### config.mk
export PLATFORM = sky130hd
export DESIGN_NAME = carregador_programa_flat
export DESIGN_NICKNAME = d
export VERILOG_FILES = /design/src/rtl/carregador_programa_if.sv /design/src/rtl/carregador_programa.sv /design/src/flat_wrapper.sv
export SDC_FILE = /design/constraint.sdc
export NUM_CORES = 1
export LEC_CHECK = 0
export CORE_ASPECT_RATIO = 1.4
export CORE_UTILIZATION = 40
export DETAILED_ROUTE_END_ITERATION = 12
export GPL_TIMING_DRIVEN = 0
export PLACE_DENSITY = 0.68
export SKIP_CTS_REPAIR_TIMING = 1
export SLEW_MARGIN = 20
export SYNTH_ARGS = -nofsm -noshare
export SYNTH_HDL_FRONTEND = slang
export SYNTH_SLANG_ARGS = --single-unit
### constraint.sdc
create_clock -name CLK -period 1.7 [get_ports CLK]
set_input_delay 0.34 -clock CLK [delete_from_list [all_inputs] [get_ports CLK]]
set_output_delay 0.34 -clock CLK [all_outputs]
set_load 0.03 [all_outputs]
### src/rtl/carregador_programa_if.sv
// Byte-stream handshake into the program loader.
// A byte moves on a rising edge where in_valid and in_ready are both high.
interface carregador_programa_if;
  logic       in_valid;
  logic [7:0] in_data;
  logic       in_ready;

  modport master (output in_valid, output in_data, input in_ready);
  modport slave  (input in_valid, input in_data, output in_ready);
endinterface

### src/rtl/carregador_programa.sv
// Boot loader: length-prefixed byte stream -> instruction memory from address 0, then releases the core.
// Optional checksum byte after the payload when CARREGADOR_CHECKSUM_EN is defined.
module carregador_programa #(
  parameter int TIMEOUT = 1000
) (
  input  logic                         CLK,
  input  logic                         RESET,
  input  logic                         start,
  carregador_programa_if.slave         s_in,
  output logic                         mem_we,
  output logic [7:0]                   mem_addr,
  output logic [7:0]                   mem_data,
  output logic                         cpu_reset,
  output logic                         busy,
  output logic                         done,
  output logic                         error
);

  localparam int IW = (TIMEOUT > 0) ? $clog2(TIMEOUT + 1) : 1;

  typedef enum logic [2:0] {
    ST_IDLE  = 3'd0,
    ST_LEN   = 3'd1,
    ST_LOAD  = 3'd2,
`ifdef CARREGADOR_CHECKSUM_EN
    ST_CHK   = 3'd3,
`endif
    ST_FLUSH = 3'd4,
    ST_DONE  = 3'd5,
    ST_ERR   = 3'd6
  } state_t;

  state_t      state_reg, state_next;
  logic [7:0]  addr_reg, addr_next;
  logic [8:0]  remain_reg, remain_next;
  logic [IW-1:0] idle_reg, idle_next;
  logic        mem_we_reg, mem_we_next;
  logic [7:0]  mem_addr_reg, mem_addr_next;
  logic [7:0]  mem_data_reg, mem_data_next;
`ifdef CARREGADOR_CHECKSUM_EN
  logic [7:0]  sum_reg, sum_next;
  logic [7:0]  chk_total;
`endif

  logic ready;
  logic accept;
  logic timed_out;
  logic active;

  assign accept    = s_in.in_valid && ready;
  assign timed_out = (TIMEOUT != 0) && (idle_reg == IW'(TIMEOUT));
`ifdef CARREGADOR_CHECKSUM_EN
  assign chk_total = sum_reg + s_in.in_data;
`endif

  // State and datapath registers
  always_ff @(posedge CLK) begin
    if (RESET) begin
      state_reg    <= ST_IDLE;
      addr_reg     <= 8'd0;
      remain_reg   <= 9'd0;
      idle_reg     <= '0;
      mem_we_reg   <= 1'b0;
      mem_addr_reg <= 8'd0;
      mem_data_reg <= 8'd0;
`ifdef CARREGADOR_CHECKSUM_EN
      sum_reg      <= 8'd0;
`endif
    end else begin
      state_reg    <= state_next;
      addr_reg     <= addr_next;
      remain_reg   <= remain_next;
      idle_reg     <= idle_next;
      mem_we_reg   <= mem_we_next;
      mem_addr_reg <= mem_addr_next;
      mem_data_reg <= mem_data_next;
`ifdef CARREGADOR_CHECKSUM_EN
      sum_reg      <= sum_next;
`endif
    end
  end

  // Next-state and datapath update
  always_comb begin
    state_next    = state_reg;
    addr_next     = addr_reg;
    remain_next   = remain_reg;
    idle_next     = idle_reg;
    mem_we_next   = 1'b0;
    mem_addr_next = mem_addr_reg;
    mem_data_next = mem_data_reg;
`ifdef CARREGADOR_CHECKSUM_EN
    sum_next      = sum_reg;
`endif

    case (state_reg)
      ST_IDLE: begin
        if (start) state_next = ST_LEN;
      end
      ST_LEN: begin
`ifdef CARREGADOR_CHECKSUM_EN
        sum_next = 8'd0;
`endif
        if (accept) begin
          // A zero length byte encodes a full 256-byte image
          remain_next = (s_in.in_data == 8'd0) ? 9'd256 : {1'b0, s_in.in_data};
          addr_next   = 8'd0;
          state_next  = ST_LOAD;
        end else if (timed_out) begin
          state_next = ST_ERR;
        end
      end
      ST_LOAD: begin
        if (accept) begin
          mem_we_next   = 1'b1;
          mem_addr_next = addr_reg;
          mem_data_next = s_in.in_data;
          addr_next     = addr_reg + 8'd1;
          remain_next   = remain_reg - 9'd1;
`ifdef CARREGADOR_CHECKSUM_EN
          sum_next      = sum_reg + s_in.in_data;
          if (remain_reg == 9'd1) state_next = ST_CHK;
`else
          if (remain_reg == 9'd1) state_next = ST_FLUSH;
`endif
        end else if (timed_out) begin
          state_next = ST_ERR;
        end
      end
`ifdef CARREGADOR_CHECKSUM_EN
      ST_CHK: begin
        if (accept) begin
          state_next = (chk_total == 8'd0) ? ST_DONE : ST_ERR;
        end else if (timed_out) begin
          state_next = ST_ERR;
        end
      end
`endif
      ST_FLUSH: begin
        state_next = ST_DONE;
      end
      ST_DONE, ST_ERR: begin
        if (start) state_next = ST_LEN;
      end
      default: begin
        state_next = ST_IDLE;
      end
    endcase

    // Idle counter restarts on every byte and on every state change
    if (accept || (state_next != state_reg)) begin
      idle_next = '0;
    end else if ((TIMEOUT != 0) && active) begin
      idle_next = idle_reg + 1'b1;
    end
  end

  // Outputs decoded from the current state only
  always_comb begin
    ready     = 1'b0;
    busy      = 1'b0;
    done      = 1'b0;
    error     = 1'b0;
    cpu_reset = 1'b1;
    active    = 1'b0;
    case (state_reg)
      ST_LEN, ST_LOAD: begin
        ready  = 1'b1;
        busy   = 1'b1;
        active = 1'b1;
      end
`ifdef CARREGADOR_CHECKSUM_EN
      ST_CHK: begin
        ready  = 1'b1;
        busy   = 1'b1;
        active = 1'b1;
      end
`endif
      ST_FLUSH: begin
        busy = 1'b1;
      end
      ST_DONE: begin
        done      = 1'b1;
        cpu_reset = 1'b0;
      end
      ST_ERR: begin
        error = 1'b1;
      end
      default: begin
        ready = 1'b0;
      end
    endcase
  end

  assign s_in.in_ready = ready;
  assign mem_we        = mem_we_reg;
  assign mem_addr      = mem_addr_reg;
  assign mem_data      = mem_data_reg;

endmodule
### src/flat_wrapper.sv
// flat-port wrapper written by rule: the top's interface ports become plain ports
module carregador_programa_flat 
#(
  parameter int TIMEOUT = 1000
)
  (CLK, RESET, start, mem_we, mem_addr, mem_data, cpu_reset, busy, done, error, s_in_in_valid, s_in_in_data, s_in_in_ready);
  carregador_programa_if s_in_i ();
  input  logic CLK;
  input  logic RESET;
  input  logic start;
  output logic mem_we;
  output logic [7:0] mem_addr;
  output logic [7:0] mem_data;
  output logic cpu_reset;
  output logic busy;
  output logic done;
  output logic error;
  input wire logic [$bits(s_in_i.in_valid)-1:0] s_in_in_valid;
  input wire logic [$bits(s_in_i.in_data)-1:0] s_in_in_data;
  output wire logic [$bits(s_in_i.in_ready)-1:0] s_in_in_ready;
  assign s_in_i.in_valid = s_in_in_valid;
  assign s_in_i.in_data = s_in_in_data;
  assign s_in_in_ready = s_in_i.in_ready;
  carregador_programa #(.TIMEOUT(TIMEOUT)) u_core (.CLK(CLK), .RESET(RESET), .start(start), .s_in(s_in_i), .mem_we(mem_we), .mem_addr(mem_addr), .mem_data(mem_data), .cpu_reset(cpu_reset), .busy(busy), .done(done), .error(error));
endmodule
==> results.txt <==
number of global-route vias before repair = 2,093
cell leakage power = 1.249 nW
Avg Inst Size Synth = 7.987 sq um
Fillers = 501
first-pass GRT wire length = 9.342 mm
GR Util All Layers = 18.89%
Post-synth EDFFs = 0
critical path arrival = 1.51 ns
routability cong. = 0.8132
final setup fails = 6
Final Hold Fails = 0
HP Start = u_core.mem_addr[0]$_SDFFE_PP0P_
worst vdd ir = 0.0004832 V
H-Tree Depth = 2
vias per cell = 5.443
clock sink count = 47
largest net degree at the start of global routing = 15
Psw = 610.1 uW
CP Launch Type = flip-flop
CP Data Required Time = 1.36 ns
drt wl/cell = 14.39 microns
Synth Flop Type = dfxtp_1
Post-Route WL = 6.302 mm
Mapped Cells = 297
max reg flops = 10
First-pass DRT Iterations = 4
placed instance area = 2788 sq um
Fin Clk Skew = 0.01247 ns
failing checks = negative setup slack
overall die height = 93.12 microns
Worst slew margin = 67.55%
worst flop-to-flop path startpoint = u_core.state_reg[1]$_SDFF_PP0_
fraction of registers with async set/reset = 0%
layout cell share with drive strength beyond 1 = 24.86%
Clock transition at path regs = 0.09 ns
Max-Cap Viols = 0
most frequent cells in the layout = 49 x nand2_1, 42 x dfxtp_1, 34 x a21oi_1
Starting DRT DRC Count = 148
Critical Path Fanout Max = 5
CTS buffer count = 5
Final Instance Area = 3428 sq um
Pwr Density = 722.7 nW/um^2
RSZ-0062 raised after global routing = true
final core occ = 61.16%
Crit. Startpoint = u_core.state_reg[1]$_SDFF_PP0_
#FFs+latches synth = 47
status = finished, violations left
detailed placer's ending HPWL = 3.965 mm
Syn Nets = 314
Least-Margin Pin Slew = 0.4867 ns
remaining antenna violation count = 0
row count = 32
synthesized cell area = 2372 sq um
CORE AREA = 5605 sq um
CTS tree = built
ANT cells = 0
Die X = 67.09 microns
Remaining DRCs = 0
Yosys cell types = 50
yosys warns = 0
fmax = 0.5411 GHz
register area share after synthesis = 39.66%
Sw Share = 24.63%
Sequential Power Share = 45.9%
detailed-route via count = 2,384
period utilization = 108.7%
Fin Setup TNS = -0.3831 ns
Initial Util = 42.32%
fin nets = 386
Die Area = 6247 sq um
Clock Latency Late Sink = 0.30 ns
worst hold path type = flip-flop to flip-flop
area growth from synthesis to layout = 44.51%
Comb power frac = 14.7%
grt ovf = 0
initial antenna violation count = 0
Setup crit end kind = output pin
final worst slack = -0.1481 ns
most common cell after layout, fill and taps aside = nand2_1
clk root buf = clkbuf_8
minimum clock period = 1.848 ns
PortBufs = 33
IO Pins = 34
Slew Limit Fails = 0
CP Class = flip-flop to output pin
clock buffer depth = 2
clock share of power = 39.4%
Int Pwr = 1.867 mW
## Yosys cell counts, types with 2 or more instances
cell	number	area, sq um
buf_6	2	22.52
and2_1	2	12.51
nand4_1	4	25.02
clkbuf_1	6	22.52
buf_2	5	25.02
o21ai_0	17	85.08
inv_1	8	30.03
a311oi_1	2	17.52
a21oi_1	37	185.2
nor2_1	25	93.84
maj3_1	2	20.02
nand2_1	49	183.9
xnor2_1	7	61.31
nand3_1	9	45.04
xor2_1	3	26.28
a221oi_1	2	17.52
nor3b_1	3	22.52
dfxtp_1	47	940.9
a22oi_1	4	30.03
ha_1	5	62.56
nor2_2	2	12.51
nor3_1	17	85.08
and3_1	4	25.02
or3_1	3	18.77
nor4_1	2	12.51
a211oi_1	2	15.01
nor3b_2	2	25.02
nand2b_1	4	25.02
## power by group through the flow
| stage | registers [mW] | clock network, mW | logic (mW) |
|---|---|---|---|
| after floorplan | 1.16 | 0 | 0.171 |
| after CTS | 1.14 | 0.994 | 0.265 |
| after detailed placement | 1.16 | 0 | 0.264 |
| after global placement | 1.16 | 0 | 0.262 |
| after global routing | 1.14 | 1.04 | 0.397 |
| final | 1.14 | 0.976 | 0.364 |
## worst max-delay path: stages (launching register included)
cell,delay [ns]
dfxtp_4,0.37
or3b_4,0.39
buf_8,0.14
buf_8,0.12
o21ai_4,0.06
buf_6,0.15
## cells by family after synthesis
kind of cell	count (synthesis)	synth area share, %
AO/OA/AOI/OAI	76	19.41
adder cells (fa/ha/maj)	7	3.481
flip-flops	47	39.66
AND/OR/NAND/NOR	133	27.85
buffers and inverters	22	4.536
XOR/XNOR	12	5.064
## cell type report
class | count | area [sq um] | share of cell area [%]
Buffer | 13 | 115.1 | 3.358
Timing Repair Buffer | 65 | 619.3 | 18.07
Inverter | 8 | 33.78 | 0.9854
Tap cell | 68 | 85.08 | 2.482
Clock inverter | 2 | 60.06 | 1.752
Clock buffer | 6 | 72.57 | 2.117
Sequential cell | 47 | 952.2 | 27.77
Multi-Input combinational cell | 229 | 1490 | 43.47
## per-layer routing
metal	routed length (microns)	track usage (%)
met1	2658	23.19
met5	0	0
met3	247	3.537
met2	3313	32.67
met4	82	5.319
## final timing paths
path / cells after the start / to / slack [ns]
setup / recovery: 5 / busy / -0.15
hold / removal: 2 / u_core.mem_addr[0]$_SDFFE_PP0P_ / 0.45
setup reg to reg: 6 / u_core.idle_reg[9]$_SDFFE_PP0N_ / -0.02
hold reg to reg: 2 / u_core.mem_addr[0]$_SDFFE_PP0P_ / 0.45
## metrics by stage
step	hold WS (ns)	setup WS [ns]	instances	total power, mW
CTS	0.4603	-0.8896	406	2.394
global placement	0.4424	-0.5496	398	1.423
global route	0.4849	-0.1856	438	2.574
finish	0.4545	-0.1481	438	2.478
floorplan	0.4452	0.02048	297	1.330
detailed placement	0.4472	-0.5555	398	1.425
No activity file was read; power rests on OpenSTA's default activity.
==> edit 1, RTL diff (same settings) <==
`TIMEOUT` is set to 1000 in 2 places; all go to 500.
--- a/src/rtl/carregador_programa.sv
+++ b/src/rtl/carregador_programa.sv
@@ -1,7 +1,7 @@
 // Boot loader: length-prefixed byte stream -> instruction memory from address 0, then releases the core.
 // Optional checksum byte after the payload when CARREGADOR_CHECKSUM_EN is defined.
 module carregador_programa #(
-  parameter int TIMEOUT = 1000
+  parameter int TIMEOUT = 500
 ) (
   input  logic                         CLK,
   input  logic                         RESET,
--- a/src/flat_wrapper.sv
+++ b/src/flat_wrapper.sv
@@ -1,7 +1,7 @@
 // flat-port wrapper written by rule: the top's interface ports become plain ports
 module carregador_programa_flat 
 #(
-  parameter int TIMEOUT = 1000
+  parameter int TIMEOUT = 500
 )
   (CLK, RESET, start, mem_we, mem_addr, mem_data, cpu_reset, busy, done, error, s_in_in_valid, s_in_in_data, s_in_in_ready);
   carregador_programa_if s_in_i ();
Behaviour: no difference found for any inputs over 10 cycles, from zero or initial values and one cycle with RESET high; that may be too few to reach the edited logic, so the function may still have changed.
==> edit 1 against the original RTL <==
Power down 2.6%; synthesized area down 4.1%; wire length down 12%; fmax up 4.5%; sequential cell count down 1; worst setup slack better by 80 ps; via count down 9.3%; clock skew down 2.1 ps; global-route usage down 0.33 points; count of clock-buffer cells in the layout down 1; the flow still finishes with violations (setup timing); synthesized cell count down 3.7%; final cell count down 9.1%; final area down 14%.
==> edit 1: results <==
set metrics [dict create \
    grt_pass1_wl_um 8838 \
    drive_above_1_share_pct 17.58 \
    use_met2_pct 33.08 \
    grt_pass1_vias 1997 \
    hpwl_um 3831 \
    wl_met1_um 2443 \
    worstPathArrival_ps 1430 \
    worstHoldStart "start" \
    ir_drop_uv 465.2 \
    tightest_slew_ps 506.6 \
    violations "setup timing" \
    synth_area_leaders "dfxtp_1 (40%), nand2_1 (7.8%), a21oi_1 (6.6%)" \
    setup_slack_ps -67.69 \
    setup_viol 3 \
    hold_class "input pin to flop" \
    grt_util_met3_pct 3.141 \
    seq_area_frac_synth_pct 40.46 \
    drtIter0Drc 61 \
    r2r_end "u_core.remain_reg[6]" \
    wl_per_cell_um 13.89 \
    fillers 503 \
    via_per_inst 5.432 \
    syn_nets 303 \
    status "finished with violations" \
    dpl_worst_slack_ps -665.6 \
    nets 346 \
    routabilityCongestion 0.7733 \
    r2r_start "u_core.remain_reg[0]" \
]
[edit 1: where the power goes]
group	internal [mW]	total (mW)	leakage (nW)	switching (mW)
combinational	0.205	0.453	0.576	0.248
clock	0.441	0.827	0.0585	0.386
sequential	1.10	1.13	0.375	0.0328
[edit 1: final cells by class]
type	count	area [um^2]	area share, %
Inverter	8	36.28	1.226
Buffer	18	116.4	3.932
Clock inverter	3	43.79	1.480
Tap cell	68	85.08	2.875
Sequential cell	46	937.1	31.67
Clock buffer	5	68.82	2.326
Timing Repair Buffer	37	346.6	11.71
Multi-Input combinational cell	213	1325	44.78
[edit 1: stage by stage]
step | util [%] | hold WS (ps) | instances | setup TNS (ps)
after global placement | 49.02 | 445.4 | 386 | -22970
after CTS | 51.07 | 460.6 | 394 | -12760
after detailed placement | 49.02 | 448.7 | 386 | -23020
after global routing | 53.95 | 436.7 | 398 | -939.7
after floorplan | - | 436.4 | 286 | -77.20
final | 53.95 | 416.0 | 398 | -104.0
[edit 1: critical path, stage by stage (launching register included)]
cell and delay, ps:
dfxtp_4 390, or3b_4 410, buf_8 140, o21ai_2 50, buf_6 140
[edit 1: worst min-delay path by stage]
stage          cells after the start                  end
2_1_floorplan                      2   u_core.mem_addr[7]
3_3_place_gp                       2   u_core.mem_addr[4]
3_5_place_dp                       2   u_core.mem_addr[6]
4_1_cts                            2   u_core.mem_addr[6]
5_1_grt                            2  u_core.state_reg[1]
6_report                           2  u_core.state_reg[1]
[edit 1: kinds of logic (layout without fill, tap and decap cells)]
kind of cell	after synthesis	after routing	share of synthesized area (%)
and+or+nand+nor	121	121	26.61
adders and majority gates	5	5	2.749
AOI/OAI and AO/OA	75	75	20.23
xor gates and xnor gates	11	11	4.563
buffers and inverters	27	71	4.948
muxes	1	1	0.4398
DFF	46	46	40.46
==> edit 2, RTL diff (same flow settings) <==
Made on the original files. Put a register stage on the output `error`, cleared by the reset. The value now appears one clock later. The other outputs are not delayed to match.
--- a/src/rtl/carregador_programa.sv
+++ b/src/rtl/carregador_programa.sv
@@ -30,6 +30,8 @@
     ST_ERR   = 3'd6
   } state_t;
 
+  logic error_d;
+
   state_t      state_reg, state_next;
   logic [7:0]  addr_reg, addr_next;
   logic [8:0]  remain_reg, remain_next;
@@ -160,7 +162,7 @@
     ready     = 1'b0;
     busy      = 1'b0;
     done      = 1'b0;
-    error     = 1'b0;
+    error_d   = 1'b0;
     cpu_reset = 1'b1;
     active    = 1'b0;
     case (state_reg)
@@ -184,7 +186,7 @@
         cpu_reset = 1'b0;
       end
       ST_ERR: begin
-        error = 1'b1;
+        error_d = 1'b1;
       end
       default: begin
         ready = 1'b0;
@@ -197,4 +199,12 @@
   assign mem_addr      = mem_addr_reg;
   assign mem_data      = mem_data_reg;
 
+  always_ff @(posedge CLK) begin
+    if (RESET) begin
+      error <= '0;
+    end else begin
+      error <= error_d;
+    end
+  end
+
 endmodule
Behaviour: no difference found for any inputs over 10 cycles, from zero or initial values and one cycle with RESET high; that may be too few to reach the edited logic, so the function may still have changed.
==> edit 2 against the original RTL <==
The run still ends with setup timing left; non-clock buffer count is 13 lower; worst setup slack got worse by 19 ps; power shrank 4.5%; synthesized area fell by 0.63%; critical path depth fell by 1; final area decreased by 3.4%; wire length is 1.4% lower; clock power down 26%; sequential cell count grew 1; largest cell class unchanged; highest routed layer unchanged.
==> edit 2: results <==
set metrics [dict create \
    use_met2_pct 35.52 \
    routabilityCongestion 0.8047 \
    grtUsageTotal_pct 20.04 \
    status "finished with violations" \
    worstPathArrival_ps 1530 \
    seq_area_frac_synth_pct 40.76 \
    grt_pass1_wl_um 9735 \
    wl_met2_um 3265 \
    grt_pass1_vias 2158 \
    antenna_cells 0 \
    p_leak_nw 1.263 \
    drtIter0Drc 142 \
    via_per_inst 5.700 \
    syn_nets 312 \
    top_layer "met4" \
    wl_met1_um 2682 \
    tightest_slew_ps 635.6 \
    grt_start_max_net_pins 18 \
    clk_latency_ps 310 \
    nets 365 \
    async_reset_ff_share_pct 0 \
    port_buffers 31 \
    drive_above_1_share_pct 25.21 \
    dr_wl_met3_um 167 \
    largest_reg_flops 10 \
    drt_wl_total_um 6211 \
    ir_drop_uv 456.2 \
    violations "setup timing" \
    hold_class "flop to flop" \
    overflow 0 \
    grt_util_met3_pct 3.448 \
    clockBufferDepth 2 \
    critPathMaxFanout 6 \
    ys_warn_count 0 \
    synth.avg_cell_area_um2 7.991 \
    cts_buffers 5 \
    synth.top_cells.by_count "dfxtp_1 (48), nand2_1 (47), a21oi_1 (29), nor2_1 (19)" \
    antenna_found_initial 0 \
    setup_viol 25 \
    postRouteAntennaNets 0 \
    synth.distinct_cells 48 \
    use_met1_pct 23.20 \
    synth_area_leaders "dfxtp_1 (41%), nand2_1 (7.5%), a21oi_1 (6.2%)" \
    htreeDepth 2 \
    path_clk_slew_ps 100 \
    fin_skew_ps 7.531 \
    drt_pass1_iterations 4 \
    hpwl_um 4124 \
    setup_slack_ps -167.4 \
    place_inst 394 \
    cts-root-buf "clkbuf_8" \
    vias 2377 \
]
[edit 2: per-stage QoR]
step	setup WS (ps)	hold slack (ps)	TNS [ps]	util, %	instance area (um^2)
floorplan	-83.72	453.3	-964.6	-	2421
global placement	-831.4	445.1	-15600	50.25	2816
detailed placement	-818.2	447.1	-15540	50.25	2816
CTS	-1179	462.1	-17680	51.92	2910
global route	-204.7	490.7	-4276	59.08	3312
finish	-167.4	459.5	-2408	59.08	3312
[edit 2: logic make-up after synthesis]
| kind of cell | count (synthesis) | synth area share [%] |
|---|---|---|
| and+or+nand+nor | 129 | 27.97 |
| buffers and inverters | 29 | 4.777 |
| muxes | 1 | 0.4246 |
| xor gates and xnor gates | 10 | 3.716 |
| DFF | 48 | 40.76 |
| AOI/OAI and AO/OA | 73 | 19.69 |
| adders and majority gates | 5 | 2.654 |
[edit 2: layout make-up]
type                    count  area (um^2)
flip-flops and latches     48        977.2
fillers                   505         2293
well taps                  68        85.08
clock inverters             3        25.02
clock buffers               5        68.82
plain buffers              18        137.6
multi-input cells         218         1484
repair buffers             47        493.0
inverters                  10        41.29
[edit 2: worst paths after layout]
kind / from / to / slack [ps] / cells after the start
min: u_core.mem_addr[7] / u_core.mem_addr[7] / 460 / 2
max: u_core.state_reg[1] / busy / -170 / 4
max reg2reg: u_core.idle_reg[0] / u_core.idle_reg[9] / -150 / 7
min reg2reg: u_core.mem_addr[7] / u_core.mem_addr[7] / 460 / 2
[edit 2: power breakdown]
group | internal (mW) | total [mW] | switching, mW
Clock | 0.301 | 0.725 | 0.424
Combinational | 0.222 | 0.454 | 0.231
Sequential | 1.15 | 1.19 | 0.0408
Total | 1.67 | 2.37 | 0.697
[edit 2: critical path, stage by stage (launching register included)]
cell	delay, ps
dfxtp_4	430
or3b_4	450
buf_8	140
o21ai_2	50
buf_6	140
